`src/rtl/rv32i_pkg.sv`:
```
// Shared RV32I datapath definitions: datapath width, ALU opcode encoding,
// and a bit-reversal helper used by the barrel shifter.
package rv32i_pkg;

    localparam int DPW = 32;

    // Encodings 8-15 are reserved and produce a zero result.
    typedef enum logic [3:0] {
        ADD_OP = 4'd0,
        SUB_OP = 4'd1,
        SLL_OP = 4'd2,
        SRL_OP = 4'd3,
        SRA_OP = 4'd4,
        XOR_OP = 4'd5,
        OR_OP  = 4'd6,
        AND_OP = 4'd7
    } alu_op_t;

    function automatic logic [DPW-1:0] bit_rev(input logic [DPW-1:0] v);
        logic [DPW-1:0] r;
        r = '0;
        for (int i = 0; i < DPW; i++) r[i] = v[DPW-1-i];
        return r;
    endfunction

endpackage

```
`src/rtl/rv32i_alu_shifter.sv`:
```
// Five-stage log barrel shifter. Left shifts reuse the right-shift network
// by reversing the operand on the way in and the result on the way out.
module rv32i_alu_shifter
    import rv32i_pkg::*;
(
    input  logic [DPW-1:0] din,
    input  logic [4:0]     shamt,
    input  logic           left,
    input  logic           arith,
    output logic [DPW-1:0] dout
);

    logic [5:0][DPW-1:0] stg;
    logic                fill;

    // Sign fill only applies to right shifts; left shifts always shift in zeros.
    assign fill   = arith & ~left & din[DPW-1];
    assign stg[0] = left ? bit_rev(din) : din;

    for (genvar i = 0; i < 5; i++) begin : g_stage
        localparam int SH = 1 << i;
        assign stg[i+1] = shamt[i] ? {{SH{fill}}, stg[i][DPW-1:SH]} : stg[i];
    end

    assign dout = left ? bit_rev(stg[5]) : stg[5];

endmodule

```
`src/rtl/rv32i_alu.sv`:
```
// RV32I execute-stage ALU: combinational result/zero plus a one-cycle
// registered copy qualified by in_valid.
module rv32i_alu
    import rv32i_pkg::*;
(
    input  logic           clk,
    input  logic           arst_n,
    input  logic [DPW-1:0] opr_a,
    input  logic [DPW-1:0] opr_b,
    input  alu_op_t        opcode,
    input  logic           in_valid,
    output logic [DPW-1:0] res,
    output logic           zero,
    output logic [DPW-1:0] res_q,
    output logic           zero_q,
    output logic           out_valid
);

    logic           is_sub;
    logic [DPW-1:0] addend;
    logic [DPW-1:0] sum;
    logic [DPW-1:0] sh_out;

    // Single adder: subtraction is a + ~b + 1.
    assign is_sub = (opcode == SUB_OP);
    assign addend = is_sub ? ~opr_b : opr_b;
    assign sum    = opr_a + addend + {{(DPW-1){1'b0}}, is_sub};

    rv32i_alu_shifter u_shifter (
        .din   (opr_a),
        .shamt (opr_b[4:0]),
        .left  (opcode == SLL_OP),
        .arith (opcode == SRA_OP),
        .dout  (sh_out)
    );

    always_comb begin
        res = '0;
        case (opcode)
            ADD_OP, SUB_OP:         res = sum;
            SLL_OP, SRL_OP, SRA_OP: res = sh_out;
            XOR_OP:                 res = opr_a ^ opr_b;
            OR_OP:                  res = opr_a | opr_b;
            AND_OP:                 res = opr_a & opr_b;
            default:                res = '0;
        endcase
    end

    assign zero = (res == '0);

    always_ff @(posedge clk or negedge arst_n) begin
        if (!arst_n) begin
            res_q     <= '0;
            zero_q    <= 1'b0;
            out_valid <= 1'b0;
        end else begin
            out_valid <= in_valid;
            if (in_valid) begin
                res_q  <= res;
                zero_q <= zero;
            end
        end
    end

endmodule

```
`config.mk`:
```
export PLATFORM = sky130hd
export DESIGN_NAME = rv32i_alu
export DESIGN_NICKNAME = d
export VERILOG_FILES = /design/src/rtl/rv32i_pkg.sv /design/src/rtl/rv32i_alu_shifter.sv /design/src/rtl/rv32i_alu.sv
export SDC_FILE = /design/constraint.sdc
export NUM_CORES = 1
export LEC_CHECK = 0
export ABC_AREA = 1
export CAP_MARGIN = 20
export CORE_MARGIN = 2
export CORE_UTILIZATION = 35
export CTS_BUF_LIST = sky130_fd_sc_hd__clkbuf_16
export CTS_CLUSTER_DIAMETER = 200
export DETAILED_ROUTE_END_ITERATION = 12
export MAX_ROUTING_LAYER = met4
export PLACE_DENSITY = 0.64
export SYNTH_ARGS = -nofsm -noshare
export SYNTH_HDL_FRONTEND = slang
export SYNTH_SLANG_ARGS = --single-unit
export TNS_END_PERCENT = 50
```
`constraint.sdc`:
```
create_clock -name clk -period 13.05 [get_ports clk]
set_input_delay 2.61 -clock clk [delete_from_list [all_inputs] [get_ports clk]]
set_output_delay 2.61 -clock clk [all_outputs]
set_load 0.01 [all_outputs]
```
* Yosys cells after proc, flatten, opt, wreduce, memory -nomap -nowiden
Cells that the tools add are included.
** Cells by class
- $add $sub $neg :: 2
- Multiply operators :: 0
- Div/mod/pow operators :: 0
- Magnitude comparators :: 0
- Equal/unequal tests :: 7
- Shifts and indexed selects :: 0
- Muxes and demuxes :: 9
- Bitwise operators :: 7
- Reductions and logical operators :: 4
** Operators with widths (number)
- $mux W32 :: 8
- $pmux W32 S5 :: 1
- $add A32 B1 Y32 :: 1
- $add A32 B32 Y32 :: 1
- $and A32 B32 Y32 :: 1
- $logic_not A32 Y1 :: 1
- $not A32 Y32 :: 1
- $or A32 B32 Y32 :: 1
- $xor A32 B32 Y32 :: 1
- $eq A4 B3 Y1 const B :: 4
- $eq A4 B2 Y1 const B :: 2
- $eq A4 B1 Y1 const B :: 1
- $logic_not A4 Y1 :: 1
- $reduce_or A3 Y1 :: 1
- $and A1 B1 Y1 :: 2
- $reduce_or A2 Y1 :: 1
- $not A1 Y1 :: 1
** Storage, ports and cells
- Register bits :: 34
- Bits in latches :: 0
- Bits in writable memories :: 0
- ROM bits :: 0
- Logic and storage cells :: 32
- Memories kept :: 0

* Longest topological paths before layout
Gate-level depths: netlist (run 1).
- Word-level depth :: 12
- Mapped depth :: 28

* By module
Synthesis (run 1) repeated with hierarchy kept, for this count alone.
** Second synthesis, totals
- Cell total of the unflattened synthesis :: 1453
- Area, all modules :: 8448.1 sq um
** By module, submodules not included
- rv32i_alu :: times used 1, cells each 896, area each 5816.8 sq um, sequential area each 850.8 sq um
- rv32i_alu_shifter :: times used 1, cells each 557, area each 2631.3 sq um, sequential area each 0.0 sq um

* Worst setup path after synthesis (run 1)
Ideal clock, no wire load.
- Path type :: input to output
- From :: input port opr_b[3]
- To :: output port zero
- Arrival :: 5.613 ns
- Data required time :: 10.440 ns
- Path slack :: 4.827 ns
- Stages :: 23
- Buffers on the path :: 2
- Cell sequence :: clkbuf_1 clkinv_1 clkbuf_1 xor2_1 ha_1 nand3b_1 nand2_1 inv_1 nor2_1 nor2_1 o21ai_0 nand2_1 nand2_1 nand2_1 nand2_1 xor2_1 nor2_1 nor2_1 nand2_1 nor2_1 nand2_1 nor2_2 and2_1
** Between the ends
- Cells in the longest elaborated chain, start to end :: 6
** Ends and longest elaborated chain
- from (decl) :: RTL line rv32i_alu.sv:9 : input logic [DPW-1:0] opr_b,
- $not A32 Y32 :: RTL line rv32i_alu.sv:26 : assign addend = is_sub ? ~opr_b : opr_b;
- $mux W32 :: RTL line rv32i_alu.sv:26
- $add A32 B32 Y32 :: RTL line rv32i_alu.sv:27 : assign sum = opr_a + addend + {{(DPW-1){1'b0}}, is_sub};
- $add A32 B1 Y32 :: RTL line rv32i_alu.sv:27
- $pmux W32 S5 (*) :: RTL line rv32i_alu.sv:39 : case (opcode)
- $logic_not A32 Y1 (*) :: RTL line rv32i_alu.sv:49 : assign zero = (res == '0);
- to (decl) :: RTL line rv32i_alu.sv:13 : output logic zero,
Every way passes the cells marked *; elsewhere a longest branch is shown, timed or not.

* Worst setup path after layout (run 1)
- From :: input port opcode[3]
- To :: output port zero
** Between the ends
- Cells in the longest elaborated chain, start to end :: 12
** Ends and longest elaborated chain
- from (decl) :: RTL line rv32i_alu.sv:10 : input alu_op_t opcode,
- branches (longest 10 deep; another with $add A32 B32 Y32)
- $pmux W32 S5 (*) :: RTL line rv32i_alu.sv:39
- $logic_not A32 Y1 (*) :: RTL line rv32i_alu.sv:49
Mark *: on every way between the ends.

==> results of run 1 <==
-- cells in the final DEF, fill, tap and decap left out, types with 6 or more instances in the layout --
| cell | netlist | layout |
|---|---|---|
| xor2_1 | 33 | 33 |
| a221oi_1 | 23 | 23 |
| o21ai_0 | 48 | 48 |
| nor2_1 | 122 | 122 |
| ha_1 | 96 | 96 |
| nand3_1 | 390 | 390 |
| nand2_1 | 379 | 379 |
| clkinv_1 | 5 | 6 |
| inv_1 | 133 | 133 |
| dfrtp_1 | 34 | 34 |
| buf_4 | 2 | 19 |
| a31oi_1 | 21 | 21 |
| a21oi_1 | 46 | 46 |
| clkdlybuf4s50_1 | 0 | 137 |
| nand4_1 | 9 | 9 |
-- synth_stat cells (all sizes together) --
| cell | number | area share (%) |
|---|---|---|
| clkinv | 5 | 0.22 |
| ha | 96 | 14 |
| o21a | 5 | 0.45 |
| o311ai | 1 | 0.10 |
| dfrtp | 34 | 10 |
| xor2 | 33 | 3.4 |
| fa | 1 | 0.24 |
| nand3 | 395 | 24 |
| nor4 | 1 | 0.075 |
| o21bai | 4 | 0.40 |
| a21boi | 2 | 0.18 |
| buf | 39 | 2.5 |
| o2111ai | 4 | 0.42 |
| or2 | 5 | 0.37 |
| o21ai | 51 | 3.0 |
| nand4 | 9 | 0.67 |
| a221oi | 23 | 2.4 |
| nand3b | 3 | 0.27 |
| a21oi | 46 | 2.7 |
| xnor2 | 2 | 0.21 |
| nand2 | 383 | 17 |
| a211oi | 3 | 0.27 |
| o221ai | 1 | 0.10 |
| a21o | 4 | 0.36 |
| nor2 | 128 | 6.0 |
| o22ai | 1 | 0.075 |
| clkbuf | 39 | 1.7 |
| nor3 | 5 | 0.30 |
| a31oi | 21 | 1.6 |
| inv | 135 | 6.0 |
| and2 | 2 | 0.15 |
-- registers in the layout (all words and copies together), names as in the netlist --
register and count:
out_valid 1, zero_q 1, res_q 32
-- layout make-up --
class / instances / share of cell area [%]
timing repair buffer: 157 / 15.2
inverter: 140 / 5.19
tap: 319 / 3.95
sequential: 34 / 8.41
multi-input combinational: 1229 / 65.8
clock inverter: 3 / 0.161
antenna: 1 / 0.0247
clock buffer: 5 / 1.24
-- routing by layer --
layer | vias up | GRT usage, % | wire (um)
met5 | - | - | 0
met4 | 0 | 9.97 | 1440
met3 | 73 | 3.16 | 3150
met2 | 537 | 47.7 | 16800
met1 | 4978 | 39.8 | 16500
li1 | 5157 | - | -
-- cells by family (layout without fill, tap and decap cells) --
| logic type | count (synthesis) | count (layout) | synth area share, % |
|---|---|---|---|
| buffers and inverters | 218 | 305 | 10.5 |
| AOI/OAI and AO/OA | 166 | 166 | 12.1 |
| and+or+nand+nor | 931 | 931 | 49.0 |
| xor gates and xnor gates | 35 | 35 | 3.66 |
| adders and majority gates | 97 | 97 | 14.6 |
| other | 0 | 1 | 0 |
| DFF | 34 | 34 | 10.1 |
-- worst max-delay path by stage --
stage	startpoint	endpoint	slack [ns]	cells past startpoint
after floorplan	opr_b[3]	zero	4.83	23
after detailed placement	opcode[3]	zero	2.52	20
after CTS	opcode[3]	zero	2.49	20
after global placement	opcode[3]	zero	2.60	20
final	opcode[3]	zero	2.38	20
after global routing	opcode[3]	zero	1.96	26
-- metrics by stage --
step / cell area (um2) / power (mW) / cells
3_3_place_gp: 9950 / 0.546 / 1878
2_1_floorplan: 8390 / 0.374 / 1481
5_1_grt: 10100 / 0.718 / 1888
4_1_cts: 10100 / 0.662 / 1887
3_5_place_dp: 9970 / 0.548 / 1879
6_report: 10100 / 0.670 / 1888
-- critical path, delay by kind of cell --
kind | cells | cell delay (ns)
simple gates | 11 | 2.02
buf+inv | 4 | 1.48
compound gates | 3 | 1.05
fa+ha+maj | 1 | 0.46
xor+xnor | 1 | 0.38
-- power by group through the flow --
stage | Clock, mW | Combinational [mW] | Sequential (mW)
global route | 0.120 | 0.470 | 0.128
floorplan | 0 | 0.241 | 0.133
CTS | 0.114 | 0.422 | 0.126
finish | 0.114 | 0.430 | 0.126
detailed placement | 0 | 0.420 | 0.128
global placement | 0 | 0.419 | 0.127
==> impl_metrics.py, run 1 <==
metrics = {
    "status": {
        "outcome": "finished clean",
    },
    "floorplan": {
        "core_area_um2": 23500,
        "rows": 56,
        "fp.dieH_um": 159,
        "die_w_um": 159,
        "dieArea_um2": 25200,
        "start_util_pct": 35.7,
        "ioPinCount": 138,
    },
    "final_layout": {
        "multiInputGateArea_um2": 6660,
        "nFillCells": 2583,
        "layout-drive-gt1-share_pct": 3.25,
        "area_delta_synth_final_pct": 20.6,
        "utilization_pct": 43.1,
        "fin_nets": 1735,
        "final-seq-area_um2": 851,
    },
    "pwr": {
        "power_density_nw_per_um2": 66.3,
        "combPwrFrac_pct": 64.2,
        "power.internal_mw": 0.348,
        "seqPwrFrac_pct": 18.8,
        "p_sw_share_pct": 48.0,
        "p_sw_mw": 0.322,
        "p_leak_nw": 5.08,
        "clockPowerShare_pct": 17.0,
        "vdd_drop_max_mv": 0.0462,
    },
    "clock_network": {
        "root_buffer": "clkbuf_16",
        "clkSinkCount": 34,
        "numCtsBuffers": 5,
        "holdBufCountCts": 0,
        "clk_latency_ns": 0.28,
        "h-tree-depth": 2,
        "cts_resized": 0,
        "clkTransAtPathRegs_ns": 0.05,
        "clockBufferDepth": 2,
        "cts_setup_buffers": 0,
        "cts_tree": "done",
    },
    "sta": {
        "fin_skew_ns": 0,
        "whs_ns": 0.486,
        "worst_slew_pin_slew_ns": 1.05,
        "slew_headroom_pct": 29.8,
        "max_freq_mhz": 93.7,
        "min_period_ns": 10.67,
        "rsz0062_at_grt": "false",
        "maxSlewViolCount": 0,
        "tns_ns": 0,
        "finalCritPeriodShare_pct": 81.8,
        "setup_viol": 0,
        "worst_slack_ns": 2.38,
        "hold_violations": 0,
    },
    "drt": {
        "drt_first_pass_iters": 8,
        "totalWireLength_mm": 37.9,
        "drtIter0Drc": 1277,
        "via_count": 10700,
        "wl_per_cell_um": 20.1,
        "final_antenna_net_count": 0,
        "avgViaCountPerCell": 5.69,
        "drc": 0,
    },
    "worst_setup_path": {
        "slowest_delay_ns": 0.71,
        "r2r_cells": 2,
        "cp_common_cell": "nand2_1",
        "crit_path_start_kind": "primary input",
        "rr_startpoint": "res_q[22]",
        "r2r-end": "res_q[22]",
        "critPathRequiredTime_ns": 10.44,
        "cp_cell_sequence": "clkdlybuf4s50_1 -> nor2_4 -> buf_4 -> nand2_2 -> xor2_1 -> fa_1 -> nand3b_1 -> nand2_1 -> inv_1 -> o21bai_1 -> nand2_1 -> nand2_1 -> a21oi_1 -> a211oi_1 -> nand2_1 -> nor2_1 -> nand4_1 -> nor2_1 -> and2_1 -> clkdlybuf4s50_1",
        "cp_slowest_cell": "nand2_2",
        "crit_path_end_kind": "primary output",
        "crit_type": "in2out",
        "crit_fanout": 44,
        "crit_arrival_ns": 8.06,
        "worst-r2r-setup-slack_ns": 12.31,
    },
    "logic_synthesis": {
        "synth.avg_cell_area_um2": 5.66,
        "ys_seq_area_share_pct": 10.1,
        "ys_ff_latch": 34,
        "synth_cell_types": 41,
        "synth_cells": 1481,
        "yosysWarnings": 0,
        "syn-num-nets": 1649,
        "syn_area_um2": 8390,
    },
    "global_routing": {
        "grt_max_degree": 45,
        "grt-ovfl-total": 0,
        "gr-usage-all-layers_pct": 30.0,
        "grt_pass1_wl_mm": 58.3,
        "grt_pass1_vias": 9951,
        "antenna_found_initial": 1,
    },
    "placement": {
        "port_buffers": 137,
        "hpwl_mm": 30.4,
        "dp_slack_ns": 2.52,
        "place_congestion": 1.05,
    },
    "worst_hold_path": {
        "hold_path_depth": 2,
        "hp-class": "reg2reg",
        "whs_endpoint": "res_q[20]",
        "hold_start": "res_q[20]",
    },
    "flow_run": {
        "maxCapViolations": 0,
    },
}
(Power assumes the default switching activity.)
==> run 2: changes to the inputs <==
PLACE_DENSITY = 0.66   (was 0.64)
clock period = 8.8 ns   (was 13.05 ns; I/O delays follow)
==> run 2 against run 1 <==
Effect of this change: combinational power grew 50%; global-route usage grew 0.54 points; non-clock buffer count increased by 8; wire length increased by 1.8%; critical path depth increased by 1; clock-buffer cell count unchanged; design area grew 0.89%; first-iteration DRC count shrank 13%; via count barely moved; sequential cell count did not move; setup slack lost 1.7 ns; core utilization increased by 0.38 points.
==> impl_metrics.py, run 2 (synthesis gave the netlist of run 1 again) <==
metrics = {
    "global_routing": {
        "grt-ovfl-total": 0,
        "grt_pass1_wl_mm": 58.8,
        "grt_pass1_vias": 9990,
        "grt_max_degree": 44,
        "gr-usage-all-layers_pct": 30.6,
        "antenna_found_initial": 0,
    },
    "placement": {
        "port_buffers": 137,
        "placed_cell_area_um2": 10000,
        "place_inst": 1887,
        "place_congestion": 0.956,
        "hpwl_mm": 31.5,
    },
    "floorplan": {
        "start_util_pct": 35.7,
        "ioPinCount": 138,
        "dieArea_um2": 25200,
        "fp.dieH_um": 159,
        "die_w_um": 159,
        "core_area_um2": 23500,
        "rows": 56,
    },
    "drt": {
        "avgViaCountPerCell": 5.67,
        "wl_per_cell_um": 20.4,
        "final_antenna_net_count": 0,
        "drt_first_pass_iters": 6,
        "via_count": 10800,
        "drc": 0,
        "totalWireLength_mm": 38.6,
        "drtIter0Drc": 1107,
    },
    "sta": {
        "maxSlewViolCount": 0,
        "setup_viol": 0,
        "slew_headroom_pct": 43.9,
        "whs_ns": 0.486,
        "min_period_ns": 8.10,
        "finalCritPeriodShare_pct": 92.1,
        "worst_slew_pin_slew_ns": 0.836,
        "fin_skew_ns": 0,
        "max_freq_mhz": 123,
        "hold_violations": 0,
        "tns_ns": 0,
        "rsz0062_at_grt": "false",
    },
    "clock_network": {
        "root_buffer": "clkbuf_16",
        "holdBufCountCts": 0,
        "numCtsBuffers": 5,
        "cts_setup_buffers": 0,
        "clkTransAtPathRegs_ns": 0.06,
        "clockBufferDepth": 2,
        "clkSinkCount": 34,
        "h-tree-depth": 2,
        "clk_latency_ns": 0.28,
        "cts_resized": 0,
        "cts_tree": "done",
    },
    "flow_run": {
        "maxCapViolations": 0,
    },
    "worst_setup_path": {
        "crit_fanout": 25,
        "critPathRequiredTime_ns": 7.04,
        "crit_path_start_kind": "primary input",
        "crit_type": "in2out",
        "crit_path_end_kind": "primary output",
        "crit_arrival_ns": 6.34,
    },
    "final_layout": {
        "final_cell_mix": "390 x nand3_1, 379 x nand2_1, 137 x clkdlybuf4s50_1, 133 x inv_1, 122 x nor2_1",
        "fin_nets": 1743,
        "final_common_cell": "nand3_1",
        "design_area_um2": 10200,
        "final-seq-area_um2": 851,
        "layout-drive-gt1-share_pct": 3.81,
        "area_delta_synth_final_pct": 21.7,
        "nFillCells": 2585,
        "multiInputGateArea_um2": 6660,
        "top_register": "res_q",
        "reg_top3": "res_q x32, out_valid x1, zero_q x1",
        "utilization_pct": 43.5,
        "n_antenna_cell": 0,
        "largest_reg_flops": 32,
        "fin_cells": 1895,
    },
    "pwr": {
        "clockPowerShare_pct": 22.1,
        "p_sw_share_pct": 45.8,
        "p_leak_nw": 5.13,
        "power_density_nw_per_um2": 104,
        "p_sw_mw": 0.487,
        "power.internal_mw": 0.577,
        "vdd_drop_max_mv": 0.105,
        "seqPwrFrac_pct": 17.6,
        "combPwrFrac_pct": 60.4,
    },
    "worst_hold_path": {
        "hp-class": "reg2reg",
    },
    "status": {
        "outcome": "finished clean",
    },
}
[run 2: cell count changes in the layout (fill, tap and decap cells not counted)]
cell        delta
clkinv_4       +1
bufinv_16      +2
clkinv_1       -1
clkinv_2       -1
buf_4          +9
clkinvlp_4     -1
buf_16         -1
diode_2        -1
[run 2: area by class of cell]
cell class | instances | area share (%)
Clock inverter | 3 | 0.674
Inverter | 140 | 5.15
Clock buffer | 5 | 1.23
Multi-Input combinational cell | 1229 | 65.2
Tap cell | 319 | 3.91
Timing Repair Buffer | 165 | 15.5
Sequential cell | 34 | 8.34
[run 2: final timing paths]
path	start	endpoint	slack [ns]	cells after the start
worst max-delay path	opcode[0]	zero	0.70	21
worst min-delay path	res_q[15]	res_q[15]	0.49	2
worst max register to register	res_q[5]	res_q[5]	8.05	2
worst min register to register	res_q[15]	res_q[15]	0.49	2
max in group asynchronous	arst_n	res_q[9]	6.58	2
min in group asynchronous	arst_n	res_q[3]	1.90	2
[run 2: stage by stage]
step	setup slack (ns)	power [mW]
after floorplan	2.28	0.555
after global placement	0.815	0.816
after detailed placement	0.767	0.817
after CTS	0.752	1.05
after global routing	0.366	1.13
final	0.699	1.06
[run 2: critical path, cell delays in order]
cell,delay [ns]
clkdlybuf4s50_1,0.57
inv_1,0.06
nor2_1,0.14
nand2_2,0.20
buf_4,0.33
xor2_1,0.19
ha_1,0.39
nand2_1,0.10
nor2_1,0.11
nor2_1,0.06
o21ai_0,0.56
a21oi_1,0.13
o21ai_0,0.13
nand2_1,0.24
inv_1,0.13
nand2_1,0.09
nor2_1,0.19
nand4_1,0.12
nor2_1,0.14
and2_1,0.14
clkdlybuf4s50_1,0.55
[run 2: power groups by stage]
stage	Clock [mW]	Combinational [mW]	Sequential [mW]
5_1_grt	0.241	0.702	0.190
4_1_cts	0.234	0.631	0.187
3_3_place_gp	0	0.627	0.189
2_1_floorplan	0	0.358	0.197
6_report	0.235	0.643	0.187
3_5_place_dp	0	0.628	0.189
[run 2: per-layer routing]
layer | share of wire (%) | vias to the layer above | GRT usage [%]
met5 | 0 | - | -
met1 | 44 | 4990 | 40.3
met2 | 45 | 506 | 48.6
met3 | 7.9 | 76 | 3.76
li1 | - | 5178 | -
met4 | 3.7 | 0 | 9.88
